==> config.mk <==
export PLATFORM = sky130hd
export DESIGN_NAME = serial_adder
export DESIGN_NICKNAME = d
export VERILOG_FILES = /design/src/rtl/serial_adder_pkg.sv /design/src/rtl/serial_fa_cell.sv /design/src/rtl/serial_adder.sv
export SDC_FILE = /design/constraint.sdc
export NUM_CORES = 1
export LEC_CHECK = 0
export CAP_MARGIN = 25
export CORE_MARGIN = 8
export CORE_UTILIZATION = 40
export CTS_CLUSTER_DIAMETER = 150
export CTS_CLUSTER_SIZE = 40
export DETAILED_ROUTE_END_ITERATION = 6
export SLEW_MARGIN = 5
export SYNTH_ARGS = -nofsm -noshare
export SYNTH_HDL_FRONTEND = slang
export SYNTH_HIERARCHICAL = 1
export SYNTH_SLANG_ARGS = --single-unit
==> constraint.sdc <==
create_clock -name clk -period 2 [get_ports clk]
set_input_delay 0.5 -clock clk [delete_from_list [all_inputs] [get_ports clk]]
set_output_delay 0.5 -clock clk [all_outputs]
set_load 0.02 [all_outputs]
==> src/rtl/serial_adder_pkg.sv <==
// Shared definitions for the bit-serial adder/subtractor: FSM encoding and counter sizing.
package serial_adder_pkg;

  typedef enum logic [1:0] {
    ST_IDLE = 2'd0,
    ST_RUN  = 2'd1,
    ST_DONE = 2'd2
  } state_t;

  function automatic int cnt_width(input int width);
    return $clog2(width + 1);
  endfunction

endpackage

==> src/rtl/serial_fa_cell.sv <==
// One-bit full adder built from two half-adder stages and an OR of their carries.
module serial_fa_cell (
  input  logic a,
  input  logic b,
  input  logic cin,
  output logic s,
  output logic cout
);

  logic s_ha0;
  logic c_ha0;
  logic c_ha1;

  assign s_ha0 = a ^ b;
  assign c_ha0 = a & b;
  assign s     = s_ha0 ^ cin;
  assign c_ha1 = s_ha0 & cin;
  assign cout  = c_ha0 | c_ha1;

endmodule

==> src/rtl/serial_adder.sv <==
// Bit-serial adder/subtractor, one bit per clock LSB first through a single full-adder cell.
// Define SERIAL_ADDER_OVF_EN to add the registered signed-overflow output ovf.
module serial_adder
  import serial_adder_pkg::*;
#(
  parameter int WIDTH = 8
) (
  input  logic             clk,
  input  logic             rst_n,
  input  logic             start,
  input  logic [WIDTH-1:0] a,
  input  logic [WIDTH-1:0] b,
  input  logic             sub,
  output logic             busy,
  output logic             done,
  output logic [WIDTH-1:0] sum,
  output logic             cout
`ifdef SERIAL_ADDER_OVF_EN
  ,
  output logic             ovf
`endif
);

  localparam int CW = cnt_width(WIDTH);

  state_t           state;
  logic [WIDTH-1:0] sa;
  logic [WIDTH-1:0] sb;
  logic [WIDTH-1:0] sr;
  logic             carry;
  logic [CW-1:0]    cnt;
  logic             s_bit;
  logic             c_nxt;
  logic             last_bit;

  serial_fa_cell u_fa (
    .a    (sa[0]),
    .b    (sb[0]),
    .cin  (carry),
    .s    (s_bit),
    .cout (c_nxt)
  );

  assign last_bit = (cnt == CW'(WIDTH - 1));
  assign busy     = (state == ST_RUN);
  assign done     = (state == ST_DONE);

  always_ff @(posedge clk or negedge rst_n) begin
    if (!rst_n) begin
      state <= ST_IDLE;
      sa    <= '0;
      sb    <= '0;
      sr    <= '0;
      carry <= 1'b0;
      cnt   <= '0;
      sum   <= '0;
      cout  <= 1'b0;
`ifdef SERIAL_ADDER_OVF_EN
      ovf   <= 1'b0;
`endif
    end else begin
      case (state)
        ST_IDLE: begin
          if (start) begin
            // Subtraction is A + ~B + 1: the +1 enters as the initial carry.
            sa    <= a;
            sb    <= sub ? ~b : b;
            carry <= sub;
            cnt   <= '0;
            state <= ST_RUN;
          end
        end
        ST_RUN: begin
          sa    <= sa >> 1;
          sb    <= sb >> 1;
          sr    <= {s_bit, sr[WIDTH-1:1]};
          carry <= c_nxt;
          cnt   <= cnt + 1'b1;
          if (last_bit) begin
            sum   <= {s_bit, sr[WIDTH-1:1]};
            cout  <= c_nxt;
`ifdef SERIAL_ADDER_OVF_EN
            // carry still holds the carry into the MSB on this edge.
            ovf   <= carry ^ c_nxt;
`endif
            state <= ST_DONE;
          end
        end
        ST_DONE: state <= ST_IDLE;
        default: state <= ST_IDLE;
      endcase
    end
  end

endmodule

==> impl_metrics.json <==
{
  "run_status": "complete, no violations",
  "critical_path.slowest_cell": "dfrtp_1",
  "cts_buffers": 5,
  "postSynthCellCount": 157,
  "sum_of_overflow_across_all_layers_after_global_routing": 0,
  "clk_path_buf_depth": 2,
  "detailedPlacementHpwl_um": 2860,
  "seq_area_frac_synth_pct": 54.1,
  "drtAntennaViolNets": 0,
  "met3RoutedLength_um": 128,
  "max_capacitance_violation_count": 0,
  "htree_levels": 2,
  "layout_worst_path_cycle_share_pct": 88.3,
  "drt_wl_total_um": 3920,
  "yosys.area.top_type_share_pct": 54.1,
  "max_clock_freq_ghz": 0.566,
  "floorplan.die.width_um": 83.2,
  "setup_viol_count_final": 0,
  "final_net_count": 216,
  "cp_data_required_time_ns": 2.18,
  "r2r-end": "cout",
  "grt_pass1_wl_um": 6630,
  "timing.critical_path.mode_cell": "buf_4",
  "fin_area_mm2": 0.00232,
  "cp_max_fo": 23,
  "clock_skews_ns": 0.00815,
  "worstRegToRegCells": 5,
  "final.setup.tns_ns": 0,
  "critPathLaunchType": "flop",
  "placedInstanceArea_mm2": 0.00220,
  "highest-signal-layer": "met4",
  "crit_type": "flop to flop",
  "design.die.area_mm2": 0.00692,
  "cts_root_buf": "clkbuf_8",
  "top_level_ports": 31,
  "critical_path_endpoint_category": "flop",
  "yosys_register_bits": 39,
  "syn-cell-area_mm2": 0.00181,
  "dr_wl_met2_um": 1930,
  "tritoncts": "built",
  "post_synth.cell_area_avg_um2": 11.5,
  "ff2ff_setup_slack_ns": 0.23,
  "cpPeakStageDelay_ns": 0.40,
  "num_vias": 1311,
  "ctsHoldBuffers": 0,
  "post_synth_main_area_contributors": "dfrtp_1 54%, mux2_2 11%, a22oi_1 4.2%, nor2b_1 3.8%, xnor2_1 3.4%",
  "ctsResizeCount": 2,
  "grt_max_degree": 24,
  "wl_per_cell_um": 15.9,
  "rsz0062_at_grt": "false",
  "critPathArrivalTime_ns": 1.94,
  "first_global_vias": 1380,
  "ir_worst_vdd_v": 0.000651,
  "initial_drc_count": 45,
  "placement_rows": 24,
  "worst_slew_pin_slew_ns": 0.480,
  "post-cts-setup-buffers": 0,
  "drt_pass1_iterations": 4,
  "routed_via_density": 5.31,
  "finalHoldViolCount": 0,
  "max_slew_margin_pct": 68.0,
  "detail_route.drc_violations": 0,
  "cts.sinks": 39,
  "cellPowerDensity_mw_per_mm2": 1370,
  "total_leakage_power_nw": 0.991,
  "drive_gt1_share_pct": 20.5,
  "clock_insertion_delay_worst_skew_ns": 0.29,
  "number_of_antenna_violations_at_the_first_check_in_global_routing": 0,
  "netlist.top_cell.by_area": "dfrtp_1",
  "postSynthNetCount": 179,
  "initial_core_util_pct": 41.5,
  "area_growth_syn_to_layout_pct": 28.4,
  "worstPathCellList": "nor2b_2 > buf_4 > nor3b_2 > buf_4 > mux2_2",
  "io_buffer_count": 30,
  "yosys.cell_types.count": 29,
  "period_minus_slack_ns": 1.77,
  "track_usage_pct": 11.6,
  "timing.final.max_slew_violations": 0,
  "drt-met1-wl_um": 1800,
  "antennaDiodeCount": 0,
  "ys_warn_count": 6,
  "worstReg2RegStart": "state[0]",
  "place.gp.congestion": 0.751,
  "hold_path_class": "input pin to asynchronous set/reset pin",
  "die_height_um": 83.2,
  "core_area_mm2": 0.00435,
  "clock_edge_transition_at_the_registers_on_the_reported_setup_and_hold_paths_ns": 0.08
}
worst max-delay path: cells and delay by family, from the launching register on:
kind	cells	cell delay (ns)
and+or+nand+nor	2	0.40
DFF	1	0.40
buffers and inverters	2	0.51
muxes	1	0.35
logic make-up (layout without fill, tap and decap cells):
group,Yosys count,after routing,synth area share (%)
fa+ha+maj,2,2,1.80
simple gates,33,33,9.49
flops,39,39,54.1
buf+inv,13,51,3.81
compound gates,45,45,16.4
xor+xnor,8,8,3.88
mux,17,17,10.6
state kept, by name, summed over array words and instances, names as in the netlist:
register and flops:
carry 1, cnt 4, cout 1, sa 8, sb 8, sr 7
state 2, sum 8
synth_stat cells:
cell type   n
a21oi_1    11
a221o_1     2
a22o_1      2
a22oi_1    10
a31oi_1     1
a41oi_1     1
buf_1       1
buf_2       4
buf_6       2
clkbuf_1    5
dfrtp_1    39
fa_1        1
ha_1        1
inv_1       1
mux2_2     17
nand2_1    12
nand3_1     1
nor2_1      6
nor2b_1    11
nor2b_2     1
nor3b_2     1
o211ai_1    2
o21ai_0    11
o21bai_1    1
o221ai_1    3
o32ai_1     1
or3b_1      1
xnor2_1     7
xor2_1      1
how the worst max path moves through the flow:
stage          cells after the start  endpoint      from
2_1_floorplan                      3      done  state[1]
3_3_place_gp                       4     sb[6]     start
3_5_place_dp                       6     sa[4]     start
4_1_cts                            2      done  state[1]
5_1_grt                            5    sum[7]  state[0]
6_report                           5      cout  state[0]
metrics by stage:
| step | power (W) | utilization [%] | std cells | setup WS (ns) | hold slack (ns) |
|---|---|---|---|---|---|
| after global placement | 0.00247 | 50.6 | 239 | 0.132 | 0.473 |
| final | 0.00317 | 53.2 | 247 | 0.234 | 0.154 |
| after global routing | 0.00338 | 53.2 | 247 | 0.135 | 0.184 |
| after detailed placement | 0.00253 | 50.6 | 239 | 0.0981 | 0.478 |
| after floorplan | 0.00206 | - | 157 | 0.291 | 0.204 |
| after CTS | 0.00320 | 53.2 | 247 | 0.229 | 0.162 |
cell type report:
| type | instances | area (um^2) |
|---|---|---|
| Tap cell | 52 | 65.1 |
| Fill cell | 368 | 2040 |
| Multi-Input combinational cell | 105 | 761 |
| Clock buffer | 6 | 82.6 |
| Clock inverter | 2 | 35.0 |
| Sequential cell | 39 | 976 |
| Inverter | 1 | 3.75 |
| Timing Repair Buffer | 42 | 395 |
routing by layer:
metal  track usage, %  vias up
met5                0        -
met1             13.7      651
met2             19.0       25
li1                 -      629
met4             4.95        0
met3             3.32        6
cells in the final DEF (no fill, tap or decap), types with 2 or more instances in the layout:
master           count
o21ai_0             11
clkbuf_8             6
clkdlybuf4s50_1     27
mux2_2              17
nor2b_1             11
o221ai_1             3
buf_4               11
dfrtp_1             39
o211ai_1             2
a221o_1              2
dlygate4sd2_1        2
nor2_1               6
a22o_1               2
nand2_1             12
a21oi_1             11
a22oi_1             10
xnor2_1              7
power by group:
part,total (W),leakage (nW),switching (W),internal (W)
combinational,0.00118,0.428,0.000545,0.000632
clock,0.000676,0.0612,0.000273,0.000404
sequential,0.00132,0.501,0.000224,0.00109
total,0.00317,0.991,0.00104,0.00213
No activity file was read; power rests on OpenSTA's default activity.
==> RTL change 1: new RTL, same flow settings <==
Re-encode `state_t` (3 states) as one-hot, 3 bits wide.
--- a/src/rtl/serial_adder_pkg.sv
+++ b/src/rtl/serial_adder_pkg.sv
@@ -1,10 +1,10 @@
 // Shared definitions for the bit-serial adder/subtractor: FSM encoding and counter sizing.
 package serial_adder_pkg;
 
-  typedef enum logic [1:0] {
-    ST_IDLE = 2'd0,
-    ST_RUN  = 2'd1,
-    ST_DONE = 2'd2
+  typedef enum logic [2:0] {
+    ST_IDLE = 3'b001,
+    ST_RUN  = 3'b010,
+    ST_DONE = 3'b100
   } state_t;
 
   function automatic int cnt_width(input int width);
Check against the original RTL: same outputs for any inputs over 10 cycles, from zero or initial values and one cycle with rst_n low; not proved beyond that.
==> RTL change 1 against the original RTL <==
Die area decreased by 0.67%; routed wire length decreased by 19%; first-iteration DRC count increased by 18%; highest routed layer unchanged; sequential cell count increased by 1; critical path type is now reg2out; cell area decreased by 3.1%; global-route usage decreased by 1.7 points; synthesized area decreased by 0.83%; setup slack got worse by 0.13 ns; register-to-register slack improved by 0.02 ns; total power decreased by 18%.
==> RTL change 1: results (changes against the original RTL) <==
- Most used DFF post-synth: dfrtp_1 (unchanged)
- Vias in the first global route: 1089 (was 1380)
- ANT cells: 0 (unchanged)
- Top cells by instance count after synthesis: dfrtp_1, mux2_2, mux2i_1, nand2_1, o21ai_0 (was dfrtp_1, mux2_2, nand2_1)
- Hold WC Path Type: in2async (unchanged)
- FILL cells: 389 (was 368)
- Registers with the most flip-flops: sa x8, sb x8, sum x8 (unchanged)
- Leakage power: 0.000962 uW (was 0.000991 uW)
- Post-DR vias/cell: 4.96 (was 5.31)
- Mapped Nets: 162 (was 179)
- Warnings from Yosys: 6 (unchanged)
- Layout cells sized above 1: 20.7% (was 20.5%)
- Largest net degree at the start of global routing: 46 (was 24)
- Clock Skews: 0.00571 ns (was 0.00815 ns)
- Peak VDD IR: 578 uV (was 651 uV)
- Final-stage net count: 195 (was 216)
- Compound-gate portion of the synthesized area: 5.87% (was 16.4%)
- Dpl cell area: 2160 sq um (was 2200 sq um)
- Routability congestion estimate: 0.656 (was 0.751)
- Mux share of post-synthesis cell area: 20.8% (was 10.6%)
- Total CTS buffers: 5 (unchanged)
- Status: completed (unchanged)
- DR iter-0 viols: 53 (was 45)
- Slew @ Worst Pin: 0.490 ns (was 0.480 ns)
- First-pass GRT wire length: 5550 microns (was 6630 microns)
- CTS H-Tree Depth: 2 (unchanged)
- Clock transition at path regs: 0.08 ns (about the same)
- Register area share after synthesis: 56.0% (was 54.1%)
- Overall Global Routing Usage: 9.86% (was 11.6%)
- Post-Synth XOR/XNOR Area: 4.40% (was 3.88%)
- Routed wire length: 3180 microns (was 3920 microns)
- CP Max Fanout: 4 (was 23)
- Yosys cell types: 22 (was 29)
- Post-CTS Repair Setup Buffers: 0 (unchanged)
- Crit path DAT: 1.39 ns (was 1.94 ns)
- DPL Wire Length: 2270 microns (was 2860 microns)
- Synth Area in Adders: 1.82% (was 1.80%)
- Worst-skew pair later-pin latency: 0.29 ns (about the same)
- Ranking of synthesized cells by area: dfrtp_1, mux2_2, mux2i_1 (was dfrtp_1, mux2_2, a22oi_1)
- Drt pass-1 iters: 4 (unchanged)
- PortBufs: 30 (unchanged)
- Reg2Reg Depth: 4 (was 5)
- Clock Path Buffers: 2 (unchanged)
- Initial antenna violation count: 0 (unchanged)
- Fraction of registers with async set/reset: 100% (unchanged)
- Root buffer cell: clkbuf_8 (unchanged)
-- RTL change 1: layout make-up --
class | count | area (sq um) | area share, %
clock buffer | 5 | 68.8 | 3.06
tap | 52 | 65.1 | 2.90
timing repair buffer | 35 | 355 | 15.8
clock inverter | 3 | 23.8 | 1.06
multi-input combinational | 91 | 731 | 32.5
sequential | 40 | 1000 | 44.6
-- RTL change 1: timing repair --
action / 4_1_cts / 5_1_grt
endpoints found under the setup margin: 2 / 0
gates resized for setup: 2 / 0
endpoints found under the hold margin: 0 / 0
-- RTL change 1: metal layers --
layer,vias to the layer above,global-route usage [%],share of wire [%]
met2,21,14.0,46
met3,2,4.10,4.6
li1,551,-,-
met4,0,3.83,0.91
met1,546,12.9,48
met5,-,0,0
-- RTL change 1: worst max-delay path, cell delays in order (launching register included) --
cell,delay [ns]
dfrtp_1,0.42
nor3b_4,0.31
dlygate4sd2_1,0.38
-- RTL change 1: where the power goes --
part	switching, uW	internal [uW]
combinational	363	425
clock	287	247
sequential	172	1090
-- RTL change 1: worst paths after layout --
kind,endpoint,slack (ns),from
max reg2reg,cnt[2],0.25,state[2]
max in group asynchronous,state[0],1.39,rst_n
min in group clk,sb[6],0.48,sb[7]
min reg2reg,sb[6],0.48,sb[7]
min,sb[3],0.25,rst_n
max,busy,0.11,state[2]
-- RTL change 1: logic make-up after synthesis --
family / Yosys count
xor+xnor: 9
fa+ha+maj: 2
flops: 40
simple gates: 26
buf+inv: 9
compound gates: 19
mux: 35
-- RTL change 1: metrics by stage --
step / std cells / worst slack, ns
2_1_floorplan: 140 / 0.515
3_3_place_gp: 218 / 0.130
3_5_place_dp: 218 / 0.133
4_1_cts: 226 / 0.0890
5_1_grt: 226 / 0.0381
6_report: 226 / 0.108
==> RTL change 2: new RTL, same settings <==
Without the edit above. `WIDTH`: 8 -> 10.
--- a/src/rtl/serial_adder.sv
+++ b/src/rtl/serial_adder.sv
@@ -3,7 +3,7 @@
 module serial_adder
   import serial_adder_pkg::*;
 #(
-  parameter int WIDTH = 8
+  parameter int WIDTH = 10
 ) (
   input  logic             clk,
   input  logic             rst_n,
Interface: changed (resized a, b and sum); port bits go from 31 to 37. The function was not compared with the original's and may differ.
==> RTL change 2 against the original RTL <==
Routed wire length increased by 16%; sequential cell count increased by 8; combinational power increased by 25%; die area increased by 17%; total power increased by 17%; synthesized area increased by 21%; cell area increased by 19%; clock power decreased by 9.6%; setup slack got worse by 0.059 ns; largest power group unchanged.
==> RTL change 2: results (changes against the original RTL) <==
- Drt pass-1 iters: 4 (unchanged)
- Post-DR vias/cell: 5.00 (was 5.31)
- Reg2Reg Depth: 5 (unchanged)
- CP Launch Point: state[0] (unchanged)
- Worst relative slew slack: 79.9% (was 68.0%)
- Root buffer cell: clkbuf_8 (unchanged)
- CP max stage delay: 0.44 ns (was 0.40 ns)
- Total CTS buffers: 5 (unchanged)
- Dpl cell area: 2660 sq um (was 2200 sq um)
- Routed wire length: 4550 microns (was 3920 microns)
- R2R setup slack: 0.38 ns (was 0.23 ns)
- Post-CTS Repair Setup Buffers: 0 (unchanged)
- DR iter-0 viols: 67 (was 45)
- Family with the most delay on the worst path: flip-flops (was buffers and inverters)
- Most used DFF post-synth: dfrtp_1 (unchanged)
- Layout cells sized above 1: 14.3% (was 20.5%)
- Compound-gate portion of the synthesized area: 15.5% (was 16.4%)
- Largest net degree at the start of global routing: 48 (was 24)
- Worst r2r src: state[1] (was state[0])
- Post-route ant nets: 0 (unchanged)
- Register area share after synthesis: 53.7% (was 54.1%)
- Peak VDD IR: 545 uV (was 651 uV)
- Fraction of registers with async set/reset: 100% (unchanged)
- Post-route DRC: 0 (unchanged)
- Hold WC Path Type: in2async (unchanged)
- Yosys cell types: 29 (unchanged)
- Clock transition at path regs: 0.09 ns
- Mapped Nets: 236 (was 179)
- Top cells by instance count after synthesis: dfrtp_1, nand2_1, nor2b_1, a21oi_1, o21ai_0 (was dfrtp_1, mux2_2, nand2_1)
- CP Max Fanout: 4 (was 23)
- Overall Global Routing Usage: 11.7% (was 11.6%)
- Registers with the most flip-flops: sa x10, sb x10, sum x10 (was sa x8, sb x8, sum x8)
- Leakage power: 0.00120 uW (was 0.000991 uW)
- Dpl ws: 0.150 ns (was 0.0981 ns)
- Crit path DAT: 1.32 ns (was 1.94 ns)
- DPL Wire Length: 3100 microns (was 2860 microns)
- FILL cells: 517 (was 368)
- CTS H-Tree Depth: 2 (unchanged)
- Routability congestion estimate: 0.773 (was 0.751)
- Hold slack: 0.169 ns (was 0.154 ns)
- Warnings from Yosys: 6 (unchanged)
- Status: completed (unchanged)
- # Max-Cap Violations: 0 (unchanged)
- First-pass GRT wire length: 7970 microns (was 6630 microns)
- Mux share of post-synthesis cell area: 6.17% (was 10.6%)
- Initial antenna violation count: 0 (unchanged)
- Vias in the first global route: 1643 (was 1380)
- Clock Skews: 0.00494 ns (was 0.00815 ns)
- Slowest cell on the critical path: dfrtp_1 (unchanged)
- Post-Synth XOR/XNOR Area: 4.00% (was 3.88%)
- Ranking of synthesized cells by area: dfrtp_1, nand2_1, mux2_2 (was dfrtp_1, mux2_2, a22oi_1)
- FF-to-FF End: sum[9] (was cout)
- Synth Area in Adders: 2.06% (was 1.80%)
- PortBufs: 36 (was 30)
- Cts repair resizes: 2 (unchanged)
- Clock Path Buffers: 2 (unchanged)
- Final-stage net count: 277 (was 216)
[RTL change 2: changes by cell type after synthesis, sizes merged, moves of 2 or more]
cell / change
o21ai: +2
mux2: -5
dfrtp: +8
o221ai: +3
nand2: +34
a21oi: +2
nor2b: +2
a22oi: +2
xnor2: +2
[RTL change 2: cell families after synthesis]
group / Yosys count
AND/OR/NAND/NOR: 69
AO/OA/AOI/OAI: 52
flip-flops: 47
buffers and inverters: 16
multiplexers: 12
XOR/XNOR: 10
adder cells (fa/ha/maj): 3
[RTL change 2: layout make-up]
cell class / instances / area (sq um) / share of cell area [%]
Clock inverter: 2 / 16.3 / 0.590
Inverter: 2 / 7.51 / 0.272
Tap cell: 72 / 90.1 / 3.27
Sequential cell: 47 / 1180 / 42.6
Multi-Input combinational cell: 146 / 930 / 33.7
Clock buffer: 6 / 82.6 / 2.99
Timing Repair Buffer: 48 / 455 / 16.5
[RTL change 2: metal layers]
metal	wire [microns]	vias to the layer above	part of all wire (%)	GRT usage, %
met4	30	0	0.66	4.58
met2	2070	29	46	17.7
met1	2220	783	49	15.8
li1	-	800	-	-
met5	0	-	0	0
met3	224	2	4.9	2.83
[RTL change 2: worst max-delay path by stage]
| stage | slack, ns | end | depth (start not counted) |
|---|---|---|---|
| after detailed placement | 0.15 | sb[9] | 6 |
| after CTS | 0.17 | done | 2 |
| final | 0.18 | done | 2 |
| after global routing | 0.13 | done | 2 |
| after floorplan | 0.44 | done | 3 |
| after global placement | 0.18 | sb[1] | 3 |
[RTL change 2: where the power goes]
group / internal [uW] / switching, uW
logic: 727 / 754
registers: 1330 / 272
clock network: 283 / 328
[RTL change 2: metrics by stage]
step,std cells,util [%]
3_5_place_dp,315,49.2
5_1_grt,323,51.0
3_3_place_gp,315,49.2
4_1_cts,323,51.0
6_report,323,51.0
2_1_floorplan,209,-
